===== config.mk =====
export PLATFORM = sky130hd
export DESIGN_NAME = bus_cycle_terminator_flat
export DESIGN_NICKNAME = d
export VERILOG_FILES = /design/src/rtl/bus_cycle_terminator_if.sv /design/src/rtl/bus_cycle_terminator.sv /design/src/flat_wrapper.sv
export SDC_FILE = /design/constraint.sdc
export NUM_CORES = 1
export LEC_CHECK = 0
export ABC_AREA = 1
export CAP_MARGIN = 20
export CELL_PAD_IN_SITES_DETAIL_PLACEMENT = 0
export CELL_PAD_IN_SITES_GLOBAL_PLACEMENT = 1
export CORE_MARGIN = 1.5
export CORE_UTILIZATION = 35
export CTS_CLUSTER_SIZE = 20
export DETAILED_ROUTE_END_ITERATION = 6
export PLACE_DENSITY_LB_ADDON = 0.1
export SLEW_MARGIN = 20
export SYNTH_ARGS = -nofsm -noshare
export SYNTH_HDL_FRONTEND = slang
export SYNTH_SLANG_ARGS = --single-unit
export TNS_END_PERCENT = 1

===== constraint.sdc =====
create_clock -name clock -period 4.79 [get_ports clock]
set_input_delay 0.479 -clock clock [delete_from_list [all_inputs] [get_ports clock]]
set_output_delay 0.479 -clock clock [all_outputs]
set_load 0.02 [all_outputs]

===== src/rtl/bus_cycle_terminator_if.sv =====
// Bus-cycle signals between the address decode / CPU pads (master) and the
// cycle terminator (slave). port_width: 00=NULL, 01=BYTE, 10=WORD, 11=LONG.
interface bus_cycle_terminator_if;
  logic       as;
  logic       function_normal_selected;
  logic       function_int_ack_selected;
  logic       function_fpu_selected;
  logic       device_valid;
  logic [1:0] port_width;
  logic [3:0] wait_states;
  logic [1:0] dsack;
  logic       berr;
  logic       avec;
  logic       vector_fetched;

  modport master (
    output as, function_normal_selected, function_int_ack_selected,
           function_fpu_selected, device_valid, port_width, wait_states,
    input  dsack, berr, avec, vector_fetched
  );

  modport slave (
    input  as, function_normal_selected, function_int_ack_selected,
           function_fpu_selected, device_valid, port_width, wait_states,
    output dsack, berr, avec, vector_fetched
  );
endinterface


===== src/rtl/bus_cycle_terminator.sv =====
// Terminates each 68030 bus cycle with DSACK, AVEC or BERR, and raises the
// sticky vector_fetched flag once the reset vectors have been read.
module bus_cycle_terminator #(
  parameter int unsigned TIMEOUT_CYCLES = 255,
  parameter int unsigned VECTOR_CYCLES  = 4
) (
  input logic                   clock,
  input logic                   reset,
  bus_cycle_terminator_if.slave bus
);

  localparam logic [1:0] PW_NULL      = 2'b00;
  localparam logic [7:0] TIMEOUT_LAST = 8'(TIMEOUT_CYCLES);
  localparam logic [2:0] VECTOR_LAST  = 3'(VECTOR_CYCLES - 1);

  typedef enum logic [2:0] {
    S_IDLE, S_WAIT, S_ACK, S_AVEC, S_EXT, S_BERR
  } state_t;

  state_t     state_q;
  logic [3:0] wait_q;
  logic [1:0] width_q;
  logic [7:0] tmo_q;
  logic [2:0] vcnt_q;
  logic       armed_q;
  logic       vf_q;
  logic [1:0] dsack_q;
  logic       berr_q;
  logic       avec_q;

  always_ff @(posedge clock) begin
    if (reset) begin
      state_q <= S_IDLE;
      wait_q  <= '0;
      width_q <= '0;
      tmo_q   <= '0;
      vcnt_q  <= '0;
      armed_q <= 1'b0;
      vf_q    <= 1'b0;
      dsack_q <= '0;
      berr_q  <= 1'b0;
      avec_q  <= 1'b0;
    end else if (!bus.as) begin
      // as low ends any cycle; only completed ACK cycles count toward the vectors
      state_q <= S_IDLE;
      armed_q <= 1'b1;
      dsack_q <= '0;
      berr_q  <= 1'b0;
      avec_q  <= 1'b0;
      if (state_q == S_ACK && !vf_q) begin
        if (vcnt_q == VECTOR_LAST) begin
          vf_q <= 1'b1;
        end else begin
          vcnt_q <= vcnt_q + 3'd1;
        end
      end
    end else begin
      case (state_q)
        S_IDLE: begin
          if (armed_q) begin
            tmo_q <= '0;
            if (bus.function_normal_selected) begin
              if (bus.device_valid && bus.port_width != PW_NULL) begin
                state_q <= S_WAIT;
                wait_q  <= bus.wait_states;
                width_q <= bus.port_width;
              end else begin
                state_q <= S_BERR;
                berr_q  <= 1'b1;
              end
            end else if (bus.function_int_ack_selected) begin
              state_q <= S_AVEC;
              avec_q  <= 1'b1;
            end else if (bus.function_fpu_selected) begin
              state_q <= S_EXT;
            end else begin
              state_q <= S_BERR;
              berr_q  <= 1'b1;
            end
          end
        end
        // ACK is tested before the timeout so it wins a same-edge tie
        S_WAIT: begin
          if (wait_q == 4'd0) begin
            state_q <= S_ACK;
            dsack_q <= width_q;
          end else if (tmo_q == TIMEOUT_LAST) begin
            state_q <= S_BERR;
            berr_q  <= 1'b1;
          end else begin
            wait_q <= wait_q - 4'd1;
            tmo_q  <= tmo_q + 8'd1;
          end
        end
        S_EXT: begin
          if (tmo_q == TIMEOUT_LAST) begin
            state_q <= S_BERR;
            berr_q  <= 1'b1;
          end else begin
            tmo_q <= tmo_q + 8'd1;
          end
        end
        S_ACK, S_AVEC, S_BERR: begin
          state_q <= state_q;
        end
        default: begin
          state_q <= S_IDLE;
        end
      endcase
    end
  end

  assign bus.dsack          = dsack_q;
  assign bus.berr           = berr_q;
  assign bus.avec           = avec_q;
  assign bus.vector_fetched = vf_q;

endmodule


===== src/flat_wrapper.sv =====
// flat-port wrapper written by rule: the top's interface ports become plain ports
module bus_cycle_terminator_flat 
#(
  parameter int unsigned TIMEOUT_CYCLES = 255,
  parameter int unsigned VECTOR_CYCLES  = 4
)
  (clock, reset, bus_as, bus_function_normal_selected, bus_function_int_ack_selected, bus_function_fpu_selected, bus_device_valid, bus_port_width, bus_wait_states, bus_dsack, bus_berr, bus_avec, bus_vector_fetched);
  bus_cycle_terminator_if bus_i ();
  input logic clock;
  input logic reset;
  input wire logic [$bits(bus_i.as)-1:0] bus_as;
  input wire logic [$bits(bus_i.function_normal_selected)-1:0] bus_function_normal_selected;
  input wire logic [$bits(bus_i.function_int_ack_selected)-1:0] bus_function_int_ack_selected;
  input wire logic [$bits(bus_i.function_fpu_selected)-1:0] bus_function_fpu_selected;
  input wire logic [$bits(bus_i.device_valid)-1:0] bus_device_valid;
  input wire logic [$bits(bus_i.port_width)-1:0] bus_port_width;
  input wire logic [$bits(bus_i.wait_states)-1:0] bus_wait_states;
  output wire logic [$bits(bus_i.dsack)-1:0] bus_dsack;
  output wire logic [$bits(bus_i.berr)-1:0] bus_berr;
  output wire logic [$bits(bus_i.avec)-1:0] bus_avec;
  output wire logic [$bits(bus_i.vector_fetched)-1:0] bus_vector_fetched;
  assign bus_i.as = bus_as;
  assign bus_i.function_normal_selected = bus_function_normal_selected;
  assign bus_i.function_int_ack_selected = bus_function_int_ack_selected;
  assign bus_i.function_fpu_selected = bus_function_fpu_selected;
  assign bus_i.device_valid = bus_device_valid;
  assign bus_i.port_width = bus_port_width;
  assign bus_i.wait_states = bus_wait_states;
  assign bus_dsack = bus_i.dsack;
  assign bus_berr = bus_i.berr;
  assign bus_avec = bus_i.avec;
  assign bus_vector_fetched = bus_i.vector_fetched;
  bus_cycle_terminator #(.TIMEOUT_CYCLES(TIMEOUT_CYCLES), .VECTOR_CYCLES(VECTOR_CYCLES)) u_core (.clock(clock), .reset(reset), .bus(bus_i));
endmodule

==> results.ini, run 1 <==
[grt]
grt_max_degree = 15
grt-ovfl-total = 0
grt_antenna_before_repair = 0
grt_pass1_vias = 1315
grt_pass1_wl_um = 5685
track_usage_pct = 16.07

[yosys]
syn_area_mm2 = 0.001495
synth_most_common_cell = nand2_1
synthCells = 226
syn_area_per_cell_um2 = 6.616
ys_seq_area_share_pct = 34.81
synth_top_area_share_pct = 34.81
ys_ff_latch = 26
synth_flop_cell = dfxtp_1
synthDistinctLibCells = 24
synth_area_leader_cell = dfxtp_1
synthTopCellsByCount = nand2_1 (54), nor2_1 (28), dfxtp_1 (26)
synth.area.top_cells = dfxtp_1 (35%), nand2_1 (14%), a21oi_1 (7.7%)
synth_edf_count = 0
yosysWarningCount = 0
syn-num-nets = 243
synth_async_sr_flop_share_pct = 0

[timing]
rsz0062_at_grt = false
finalHoldViolCount = 0
holdWs_ns = 0.4625
setup_viol_count_final = 0
slew_headroom_pct = 63.18
tns_ns = 0
fin_crit_sh_pct = 40.10
period_needed_ns = 1.921
worst_pin_slew_ns = 0.5480
fmax_mhz = 520.6
finalClockSkew_ns = 0.01287
maxSlewViolCount = 0

[drt]
via_per_inst = 4.831
dr_total_vias = 1425
first_pass_iters = 4
avgRoutedWirePerCell_um = 11.26
drt_iter0_markers = 44
routed_wl_um = 3322
drc = 0
ant_nets = 0

[clock_tree]
postCtsSetupBuffers = 0
insertion_delay_ns = 0.27
cts_resized = 0
cts_tree = yes
clk_pin_slew_ns = 0.10
clockBufferDepth = 2
cts_sinks = 26
root_buffer = clkbuf_8
cts_max_level = 1
cts_buffers = 3
cts_hold_buffers = 0

[power_and_ir_drop]
power.leakage_nw = 0.7141
ir_drop_v = 0.0001306
p_per_area_mw_per_mm2 = 263.0

[floorplan]
coreArea_mm2 = 0.004058
ioPinCount = 18
die_h_um = 68.36
fp.dieArea_mm2 = 0.004673
row_count = 23
dieWidth_um = 68.36
initial_core_util_pct = 36.85

[worst_setup_path]
required_ns = 4.97
critPathKind = reg2reg
slowest_stage = nor2_2
crit_chain = inv_1, ha_1, nand2_1, nor2_1, nand2_4, nand3_2, nor2_2, nand2_1, nand2_1, nor2_1
path_delay_family = simple AND/OR/NAND/NOR gates
critPathMaxFanout = 11
cp.arrival_ns = 2.10
cp_num_buf_inv = 1
cpMostUsedCell = nand2_1
max_stage_delay_ns = 0.38
endpoint_kind = flip-flop
startpoint_type = flip-flop

[layout]
num_antenna_cells = 0
area_growth_pct = 18.24
fillers = 431
drive_gt1_share_pct = 6.122
nets = 263

[place]
dp.final_hpwl_um = 2647
gp_congestion = 0.7373
io_buffers = 17

[run_status]
run_status = completed

[run]
cap_violations = 0

[hold_path]
hold_path.class = reg2reg

[final timing paths]
path,from,endpoint,slack [ns],cells past startpoint
setup / recovery,u_core.wait_q[0],u_core.wait_q[1],2.87,10
hold / removal,u_core.vcnt_q[0],u_core.vcnt_q[0],0.46,1
setup reg to reg,u_core.wait_q[0],u_core.wait_q[1],2.87,10
hold reg to reg,u_core.vcnt_q[0],u_core.vcnt_q[0],0.46,1
[kinds of logic (layout without fill, tap and decap cells)]
| family | count (synthesis) | after routing | share of synthesized area (%) |
|---|---|---|---|
| AND/OR/NAND/NOR | 117 | 117 | 35.73 |
| AO/OA/AOI/OAI | 46 | 46 | 15.90 |
| buffers and inverters | 29 | 48 | 7.782 |
| flip-flops | 26 | 26 | 34.81 |
| adder cells (fa/ha/maj) | 4 | 4 | 3.347 |
| XOR/XNOR | 3 | 3 | 1.758 |
| multiplexers | 1 | 1 | 0.6695 |
[layout make-up]
class | instances | area, µm² | area share, %
clock buffers | 4 | 55.05 | 3.114
well taps | 50 | 62.56 | 3.539
repair buffers | 17 | 170.2 | 9.625
multi-input cells | 171 | 858.3 | 48.55
flip-flops and latches | 26 | 520.5 | 29.44
inverters | 27 | 101.3 | 5.732
[routing by layer]
layer / up-vias / track usage [%] / part of all wire (%)
met5: - / 0 / 0
met4: 0 / 3.000 / 0.57
met3: 2 / 3.454 / 1.5
met2: 11 / 28.52 / 47
met1: 634 / 19.98 / 51
li1: 778 / - / -
[flip-flops by register name, summed over array words and instances, names as in the netlist]
name / flops
u_core.bus.avec: 1
u_core.width_q: 2
u_core.bus.berr: 1
u_core.vcnt_q: 3
u_core.bus.vector_fetched: 1
u_core.armed_q: 1
u_core.tmo_q: 8
u_core.bus.dsack: 2
u_core.state_q: 3
u_core.wait_q: 4
[where the power goes]
group          total (mW)  switching, mW  internal (mW)
clock               0.144         0.0704         0.0735
sequential          0.228        0.00599          0.222
combinational      0.0930         0.0586         0.0343
total               0.465          0.135          0.330
[metrics by stage]
step	total power, mW	instance area (µm²)	instances	worst slack, ns	utilization [%]
final	0.4650	1768	295	2.869	43.57
after global routing	0.4906	1768	295	2.654	43.57
after CTS	0.4735	1768	295	2.845	43.57
after detailed placement	0.3276	1713	291	2.705	42.21
after global placement	0.3289	1713	291	2.744	42.21
after floorplan	0.2990	1495	226	3.261	-
[layout by cell type (no fill, tap or decap)]
cell type / synthesis / routed
nand3b_1: 1 / 1
nand2_2: 2 / 2
clkdlybuf4s50_1: 0 / 17
clkbuf_8: 0 / 4
dfxtp_1: 26 / 26
nor2_1: 28 / 28
nor2_8: 1 / 1
o21ai_0: 20 / 20
mux2i_1: 1 / 1
a21oi_1: 23 / 23
nor3b_1: 1 / 1
ha_1: 4 / 4
nor3_1: 1 / 1
nand3_2: 1 / 1
nand3_1: 17 / 17
inv_2: 2 / 2
nor2_2: 3 / 3
nand2_1: 54 / 54
xnor2_1: 1 / 1
inv_1: 25 / 25
nand2_4: 2 / 2
o21bai_1: 3 / 3
xor2_1: 2 / 2
nand4_1: 6 / 6
No activity file was read; power rests on OpenSTA's default activity.
==> run 2: changes to the inputs <==
- clock period: 4.79 -> 1.5 ns (I/O delays scaled with it)
==> results.ini, run 2 (synthesized netlist as in run 1, its figures left out) <==
[timing]
finalClockSkew_ns = 0.006416  ; was 0.01287 ns
fmax_mhz = 683.6  ; was 520.6 MHz
maxSlewViolCount = 0  ; unchanged
fin_crit_sh_pct = 97.52  ; was 40.10%
period_needed_ns = 1.463  ; was 1.921 ns
holdWs_ns = 0.4573  ; was 0.4625 ns
worst_pin_slew_ns = 0.2532  ; was 0.5480 ns
setup_viol_count_final = 0  ; unchanged
finalHoldViolCount = 0  ; unchanged
tns_ns = 0  ; unchanged
slew_headroom_pct = 83.10  ; was 63.18%
rsz0062_at_grt = true  ; was false

[layout]
area_growth_pct = 37.16  ; was 18.24%
largest_register = u_core.tmo_q  ; unchanged
final_cell_mix = nand2_1 (53), buf_4 (27), nor2_1 (26)  ; was nand2_1 (54), nor2_1 (28), dfxtp_1 (26)
nets = 292  ; was 263
top_regs = u_core.tmo_q (8), u_core.wait_q (4)  ; unchanged
drive_gt1_share_pct = 19.34  ; was 6.122%
finalInstanceArea_mm2 = 0.002051  ; was 0.001768 mm²
fillers = 431  ; unchanged
final_cells = 324  ; was 295
final_common_cell = nand2_1  ; unchanged
largest_reg_flops = 8  ; unchanged
num_antenna_cells = 0  ; unchanged

[clock_tree]
cts_tree = yes  ; unchanged
cts_buffers = 3  ; unchanged
cts_sinks = 26  ; unchanged
cts_max_level = 1  ; unchanged
insertion_delay_ns = 0.28  ; was 0.27 ns
clk_pin_slew_ns = 0.10  ; about the same
cts_hold_buffers = 0  ; unchanged
root_buffer = clkbuf_8  ; unchanged
clockBufferDepth = 2  ; unchanged

[run]
cap_violations = 0  ; unchanged

[grt]
grt_antenna_before_repair = 0  ; unchanged
grt_max_degree = 16  ; was 15
track_usage_pct = 17.22  ; was 16.07%
grt_pass1_vias = 1397  ; was 1315
grt-ovfl-total = 0  ; unchanged
grt_pass1_wl_um = 6044  ; was 5685 µm

[floorplan]
fp.dieArea_mm2 = 0.004673  ; unchanged
coreArea_mm2 = 0.004058  ; unchanged
initial_core_util_pct = 36.85  ; unchanged
dieWidth_um = 68.36  ; unchanged
row_count = 23  ; unchanged
ioPinCount = 18  ; unchanged
die_h_um = 68.36  ; unchanged

[worst_setup_path]
cp_num_buf_inv = 2  ; was 1
reg2reg_from = u_core.wait_q[0]  ; unchanged
critPathKind = reg2reg  ; unchanged
endpoint = u_core.tmo_q[3]  ; was u_core.wait_q[1]
cpMostUsedCell = nand2_1  ; unchanged
crit_chain = inv_1, ha_1, nand2_1, nor2_2, nand2_4, nand3_2, buf_12, nor2_8, nand2_1, a21oi_1  ; was inv_1, ha_1, nand2_1, nor2_1, nand2_4, nand3_2, nor2_2, nand2_1, nand2_1, nor2_1
max_stage_delay_ns = 0.33  ; was 0.38 ns
required_ns = 1.70  ; was 4.97 ns
endpoint_kind = flip-flop  ; unchanged
cp_num_cells = 10  ; unchanged
rrSetupSlack_ns = 0.04  ; was 2.87 ns
path_delay_family = simple AND/OR/NAND/NOR gates  ; unchanged
critPathMaxFanout = 10  ; was 11
rr_endpoint = u_core.tmo_q[3]  ; was u_core.wait_q[1]
cp.arrival_ns = 1.67  ; was 2.10 ns
reg2regPathDepth = 10  ; unchanged
slowest_stage = dfxtp_2  ; was nor2_2
crit_path_start = u_core.wait_q[0]  ; unchanged
startpoint_type = flip-flop  ; unchanged

[drt]
routed_wl_um = 3625  ; was 3322 µm
drc = 0  ; unchanged
drt_iter0_markers = 63  ; was 44
ant_nets = 0  ; unchanged
first_pass_iters = 4  ; unchanged
dr_total_vias = 1536  ; was 1425
via_per_inst = 4.741  ; was 4.831
avgRoutedWirePerCell_um = 11.19  ; was 11.26 µm

[place]
placed_cell_area_mm2 = 0.001946  ; was 0.001713 mm²
io_buffers = 17  ; unchanged
dp.final_hpwl_um = 2874  ; was 2647 µm
gp_congestion = 0.7838  ; was 0.7373
placed_cells = 320  ; was 291

[run_status]
run_status = completed  ; unchanged

[power_and_ir_drop]
ir_drop_v = 0.0006309  ; was 0.0001306 V
p_total_mw = 1.712  ; was 0.4650 mW
p_per_area_mw_per_mm2 = 835.0  ; was 263.0 mW/mm²
power.leakage_nw = 0.8735  ; was 0.7141 nW

[hold_path]
hold_path.class = reg2reg  ; unchanged
min-delay-start = u_core.bus.berr  ; was u_core.vcnt_q[0]

==> run 2: changes by cell type in the layout (fill, tap and decap cells not counted), moves of 2 or more <==
cell / before / now
dfxtp_1: 26 / 22
o21ai_0: 20 / 18
buf_4: 0 / 27
dfxtp_2: 0 / 4
nor2_1: 28 / 26
o21ai_1: 0 / 2
==> run 2: area by class of cell <==
class / count / area (µm²) / area share [%]
inverters: 27 / 101.3 / 4.942
clock buffers: 3 / 41.29 / 2.013
well taps: 50 / 62.56 / 3.051
repair buffers: 46 / 404.1 / 19.71
clock inverters: 1 / 30.03 / 1.464
multi-input cells: 171 / 885.9 / 43.20
flip-flops and latches: 26 / 525.5 / 25.63
==> run 2: report_power, final <==
group / switching [mW] / internal (mW) / total, mW
sequential: 0.0145 / 0.711 / 0.725
combinational: 0.215 / 0.184 / 0.398
clock: 0.231 / 0.357 / 0.589
total: 0.461 / 1.25 / 1.71
==> run 2: stage by stage <==
stage,setup slack [ns],util (%)
floorplan,0.06043,-
global placement,-0.01361,47.95
detailed placement,-0.001680,47.95
CTS,0.006831,49.74
global route,-0.05264,50.54
finish,0.03719,50.54
==> run 2: how the worst min path moves through the flow <==
stage	endpoint	slack [ns]	cells after the start
after CTS	u_core.bus.berr	0.46	2
after global placement	u_core.bus.berr	0.44	2
after global routing	u_core.bus.dsack[0]	0.50	2
final	u_core.bus.berr	0.46	2
after detailed placement	u_core.bus.berr	0.45	2
after floorplan	u_core.tmo_q[6]	0.22	1
==> run 2: per-layer routing <==
layer	wire length (µm)	part of all wire (%)	up-vias	global-route usage (%)
li1	-	-	833	-
met1	1724	48	684	21.31
met2	1760	49	15	30.22
met3	102	2.8	4	3.947
met4	38	1.0	0	3.750
met5	0	0	-	0
==> run 2: timing repair <==
item	in CTS	in global routing
resized for setup	1	12
pin swaps	0	1
gates cloned	0	0
setup buffers	0	0
setup endpoints to repair	1	15
==> run 2: worst register-to-register path, delay by kind of cell, from the launching register on <==
family | cells | cell delay [ns]
buffers and inverters | 2 | 0.22
AND/OR/NAND/NOR | 6 | 0.47
adder cells (fa/ha/maj) | 1 | 0.20
flip-flops | 1 | 0.33
AO/OA/AOI/OAI | 1 | 0.15
==> run 3: changes to the inputs <==
- ABC_CLOCK_PERIOD_IN_PS: unset -> 1500
==> results of run 3 <==
No change in the layout: final DEF, timing and power equal those of run 2.
